[config.mk]
export PLATFORM = sky130hd
export DESIGN_NAME = bcd_conv_arbiter
export DESIGN_NICKNAME = d
export VERILOG_FILES = /design/src/rtl/bcd_conv_arbiter.sv
export SDC_FILE = /design/constraint.sdc
export NUM_CORES = 1
export LEC_CHECK = 0
export ABC_AREA = 1
export ABC_CLOCK_PERIOD_IN_PS = 2900
export BUFFER_PORTS_ARGS = -buffer_cell sky130_fd_sc_hd__buf_2
export CORE_UTILIZATION = 48
export DETAILED_ROUTE_END_ITERATION = 7
export PLACE_DENSITY = 0.81
export REMOVE_ABC_BUFFERS = 1
export SYNTH_ARGS = -nofsm -noshare
export SYNTH_HDL_FRONTEND = slang
export SYNTH_SLANG_ARGS = --single-unit
[constraint.sdc]
create_clock -name Sys_CLK -period 2.9 [get_ports Sys_CLK]
set_clock_uncertainty 0.15 [all_clocks]
set_input_delay 0.145 -clock Sys_CLK [delete_from_list [all_inputs] [get_ports Sys_CLK]]
set_output_delay 0.145 -clock Sys_CLK [all_outputs]
set_load 0.05 [all_outputs]
[src/rtl/bcd_conv_arbiter.sv]
// bcd_conv_arbiter
//   Round-robin arbiter and sequencer that shares one pipelined
//   binary-to-BCD converter between four requesters.
//
//   Each transaction proceeds as follows:
//   - A request is granted in IDLE.
//   - The operand is registered onto Conv_Bin.
//   - The arbiter waits out the converter latency.
//   - The converter result is captured into Res_BCD.
//   - Done pulses one-hot to the served requester.
//   Operands with bit 15 set skip the converter and complete immediately
//   with Err and a zero result.
//
// Ports
//   Sys_CLK       in   system clock, posedge
//   Sys_RST       in   synchronous active-high reset
//   Req           in   [3:0]  request per requester
//   Data_Bin_Bus  in   [63:0] requester i operand at [16i+15:16i]
//   Done          out  [3:0]  one-cycle one-hot completion pulse
//   Err           out  one-cycle pulse with Done for out-of-range operand
//   Res_BCD       out  [19:0] packed BCD result, held until next Done
//   Busy          out  high whenever not IDLE
//   Conv_Bin      out  [15:0] registered converter operand
//   Conv_BCD      in   [19:0] converter result
module bcd_conv_arbiter #(
  parameter int unsigned CONV_LAT = 2
) (
  input  logic        Sys_CLK,
  input  logic        Sys_RST,
  input  logic [3:0]  Req,
  input  logic [63:0] Data_Bin_Bus,
  output logic [3:0]  Done,
  output logic        Err,
  output logic [19:0] Res_BCD,
  output logic        Busy,
  output logic [15:0] Conv_Bin,
  input  logic [19:0] Conv_BCD
);

  localparam int unsigned CNT_W = ($clog2(CONV_LAT + 1) < 1) ? 1 : $clog2(CONV_LAT + 1);

  typedef enum logic [1:0] {
    S_IDLE = 2'd0,
    S_WAIT = 2'd1,
    S_DONE = 2'd2
  } state_e;

  state_e             state_q, state_d;
  logic [1:0]         ptr_q, ptr_d;
  logic [1:0]         grant_q, grant_d;
  logic               err_q, err_d;
  logic [CNT_W-1:0]   cnt_q, cnt_d;
  logic [19:0]        res_q, res_d;
  logic [15:0]        bin_q, bin_d;

  logic               gnt_valid;
  logic [1:0]         gnt_idx;
  logic [1:0]         cand;
  logic [15:0]        gnt_val;

  // Round-robin search: start one past the last winner and wrap 3->0.
  always_comb begin
    gnt_valid = 1'b0;
    gnt_idx   = ptr_q;
    cand      = ptr_q;
    for (int unsigned i = 1; i <= 4; i++) begin
      cand = ptr_q + 2'(i);
      if (!gnt_valid && Req[cand]) begin
        gnt_valid = 1'b1;
        gnt_idx   = cand;
      end
    end
  end

  assign gnt_val = Data_Bin_Bus[{gnt_idx, 4'b0000} +: 16];

  // State register
  always_ff @(posedge Sys_CLK) begin
    if (Sys_RST) begin
      state_q <= S_IDLE;
      ptr_q   <= 2'd3;
      grant_q <= '0;
      err_q   <= 1'b0;
      cnt_q   <= '0;
      res_q   <= '0;
      bin_q   <= '0;
    end else begin
      state_q <= state_d;
      ptr_q   <= ptr_d;
      grant_q <= grant_d;
      err_q   <= err_d;
      cnt_q   <= cnt_d;
      res_q   <= res_d;
      bin_q   <= bin_d;
    end
  end

  // Next-state and datapath update
  always_comb begin
    state_d = state_q;
    ptr_d   = ptr_q;
    grant_d = grant_q;
    err_d   = err_q;
    cnt_d   = cnt_q;
    res_d   = res_q;
    bin_d   = bin_q;
    unique case (state_q)
      S_IDLE: begin
        if (gnt_valid) begin
          ptr_d   = gnt_idx;
          grant_d = gnt_idx;
          if (gnt_val[15]) begin
            // Out of converter range: complete at once, converter untouched.
            err_d   = 1'b1;
            res_d   = '0;
            state_d = S_DONE;
          end else begin
            bin_d   = gnt_val;
            cnt_d   = CNT_W'(CONV_LAT);
            state_d = S_WAIT;
          end
        end
      end
      S_WAIT: begin
        if (cnt_q == '0) begin
          res_d   = Conv_BCD;
          state_d = S_DONE;
        end else begin
          cnt_d = cnt_q - 1'b1;
        end
      end
      S_DONE: begin
        err_d   = 1'b0;
        state_d = S_IDLE;
      end
      default: state_d = S_IDLE;
    endcase
  end

  // Outputs
  always_comb begin
    Done = '0;
    if (state_q == S_DONE) Done[grant_q] = 1'b1;
    Err      = (state_q == S_DONE) && err_q;
    Busy     = (state_q != S_IDLE);
    Res_BCD  = res_q;
    Conv_Bin = bin_q;
  end

endmodule
==> flow_summary.json <==
{
  "outcome": "complete, no violations",
  "slowest_stage": "dfxtp_2",
  "avgSynthCellArea_um2": 6.37,
  "grt-ovfl-total": 0,
  "netlist.area_leader.share_pct": 29.7,
  "die_h_um": 80.7,
  "fill_cells": 580,
  "antenna_left": 0,
  "rsz0062_at_grt": "false",
  "routed_wl_um": 7680,
  "drtPass1Iterations": 5,
  "io_buffers": 130,
  "finalCriticalPeriod_ps": 2590,
  "routedWlPerCell_um": 11.7,
  "finalPower_mw": 5.42,
  "place_inst": 648,
  "antenna_found_initial": 0,
  "fin_tns_setup_ps": 0,
  "yosysMostFrequentCell": "nand2_1",
  "grt_pass1_wl_um": 12000,
  "cts_max_level": 2,
  "cts_buffer_depth": 2,
  "ios": 132,
  "drt_iter0_drc": 112,
  "layout.nets": 672,
  "utilization_pct": 62.2,
  "fin_area_um2": 3710,
  "syn_inst": 466,
  "crit_chain": "inv_2 -> nand2_1 -> nand2_1 -> nand2_1 -> nand2_2 -> nand2_4 -> nand2_1 -> nand2_1 -> nand2_1 -> nand2_2 -> inv_2 -> nand2_2 -> nand2_4 -> nand3_4 -> nor2_1 -> nor2_1",
  "root_buffer": "clkbuf_8",
  "ys_ff_latch": 44,
  "clock_latency_ps": 300,
  "slew_viol_final": 0,
  "grt_max_degree": 47,
  "crit_arrival_ps": 2630,
  "cp_common_cell": "nand2_1",
  "leakage_nw": 2.03,
  "power.density_nw_per_um2": 1460,
  "setup-violations-final": 0,
  "rows": 28,
  "worst_pin_slew_ps": 1190,
  "synth_cell_types": 25,
  "die-area_um2": 6510,
  "cts.sinks": 44,
  "required_ps": 2940,
  "antennaDiodeCount": 0,
  "syn-cell-area_um2": 2970,
  "gp_congestion": 0.856,
  "initial_core_util_pct": 49.9,
  "synth_ff_type": "dfxtp_1",
  "crit_type": "register to register",
  "crit_fanout": 30,
  "cts_tree": "built",
  "yosysWarnings": 0,
  "cts_made_buffers": 5,
  "synthTopCellsByArea": "dfxtp_1 30%, nand2_1 15%, nor2_1 7.7%, a21oi_1 6.7%, nand3_2 6.4%",
  "synth_top_area_cell": "dfxtp_1",
  "postSynth.asyncResetShare_pct": 0,
  "clk_pin_slew_ps": 100,
  "die_width_um": 80.7,
  "core-area_um2": 5960,
  "slew_headroom_pct": 20.3,
  "crit_path_start_kind": "register",
  "peakVddDrop_mv": 1.06,
  "synth_edf_count": 0,
  "multi_input_area_um2": 1730,
  "post-route-drc-count": 0,
  "max_clock_freq_ghz": 0.386,
  "regArea_um2": 882,
  "timing.final.crit_share_pct": 89.2,
  "synthTopCellsByCount": "121 x nand2_1, 61 x nor2_1, 49 x inv_1, 44 x dfxtp_1, 40 x a21oi_1",
  "hold_viol_final": 0,
  "hpwl_um": 5560,
  "drv_cap": 0,
  "yosysSeqAreaShare_pct": 29.7,
  "vias_per_cell": 4.93,
  "area_growth_pct": 24.8,
  "first_global_vias": 2744,
  "endpoint_kind": "register",
  "drive_gt1_share_pct": 32.8,
  "cpPeakStageDelay_ps": 400,
  "finalNonFillerCells": 657,
  "hp-class": "input port to register",
  "vias": 3239,
  "place_area_um2": 3590,
  "grt.total_usage_pct": 23.5
}
metal layers:
layer / vias to the layer above / routed length (um) / global-route usage [%]
met5: - / 0 / 0
met2: 83 / 3780 / 41.9
li1: 1717 / - / -
met4: 0 / 41 / 6.61
met1: 1437 / 3420 / 27.6
met3: 2 / 434 / 5.80
final timing paths:
| path | slack, ps | from | endpoint | depth (start not counted) |
|---|---|---|---|---|
| hold / removal | 20 | Conv_BCD[16] | Res_BCD[16]$_SDFFE_PP0P_ | 5 |
| setup reg to reg | 310 | ptr_q[0]$_SDFFE_PP1P_ | Conv_Bin[6]$_SDFFE_PP0P_ | 16 |
| hold reg to reg | 320 | cnt_q[1]$_SDFFE_PP0P_ | cnt_q[1]$_SDFFE_PP0P_ | 2 |
| setup / recovery | 310 | ptr_q[0]$_SDFFE_PP1P_ | Conv_Bin[6]$_SDFFE_PP0P_ | 16 |
sequential cells by signal (all words and copies together) (netlist names):
name,cells
Res_BCD,20
Conv_Bin,15
cnt_q,2
grant_q,2
ptr_q,2
state_q,2
err_q,1
critical path, delay by kind of cell, from the launching register on:
kind          cells  cell delay, ps
simple gates     14            1520
buf+inv           2             420
flops             1             400
final cells by class:
type / count / share of cell area, %
clock buffers: 6 / 2.23
flip-flops and latches: 44 / 23.8
clock inverters: 2 / 0.405
multi-input cells: 341 / 46.8
repair buffers: 136 / 18.8
well taps: 75 / 2.53
inverters: 53 / 5.43
placed cells by master (no fill, tap or decap), types with 4 or more instances in the layout:
| cell type | count |
|---|---|
| nor2_1 | 61 |
| nor3_1 | 4 |
| dfxtp_1 | 43 |
| nand3_1 | 16 |
| o211ai_1 | 17 |
| buf_4 | 5 |
| nand2_1 | 121 |
| inv_1 | 49 |
| nand3_2 | 19 |
| nand2_2 | 14 |
| nand2_4 | 6 |
| o21ai_0 | 25 |
| o21ai_1 | 9 |
| buf_2 | 130 |
| a21oi_1 | 40 |
| clkbuf_8 | 6 |
logic make-up after synthesis:
group	Yosys count	share of synthesized area, %
DFF	44	29.7
buffers and inverters	81	12.6
other	1	0.126
and+or+nand+nor	245	39.8
AOI/OAI and AO/OA	94	17.4
adders and majority gates	1	0.421
metrics by stage:
step           hold WS, ps  worst slack, ps
5_1_grt               44.2             44.8
6_report              22.7              312
2_1_floorplan         64.1             -789
3_3_place_gp           243              201
4_1_cts               13.9              133
3_5_place_dp           240              145
repair_timing:
| item | in CTS | in global routing |
|---|---|---|
| setup buffers | 0 | 0 |
| hold endpoints to repair | 5 | 0 |
| setup endpoints to repair | 0 | 36 |
| resized for setup | 0 | 2 |
| hold buffers | 1 | 0 |
power by group:
group          switching [mW]  leakage (nW)  internal, mW
clock                   0.223        0.0434         0.193
combinational            2.81          1.62          1.27
sequential              0.116         0.363         0.816
Power figures use the tool's default switching activity.
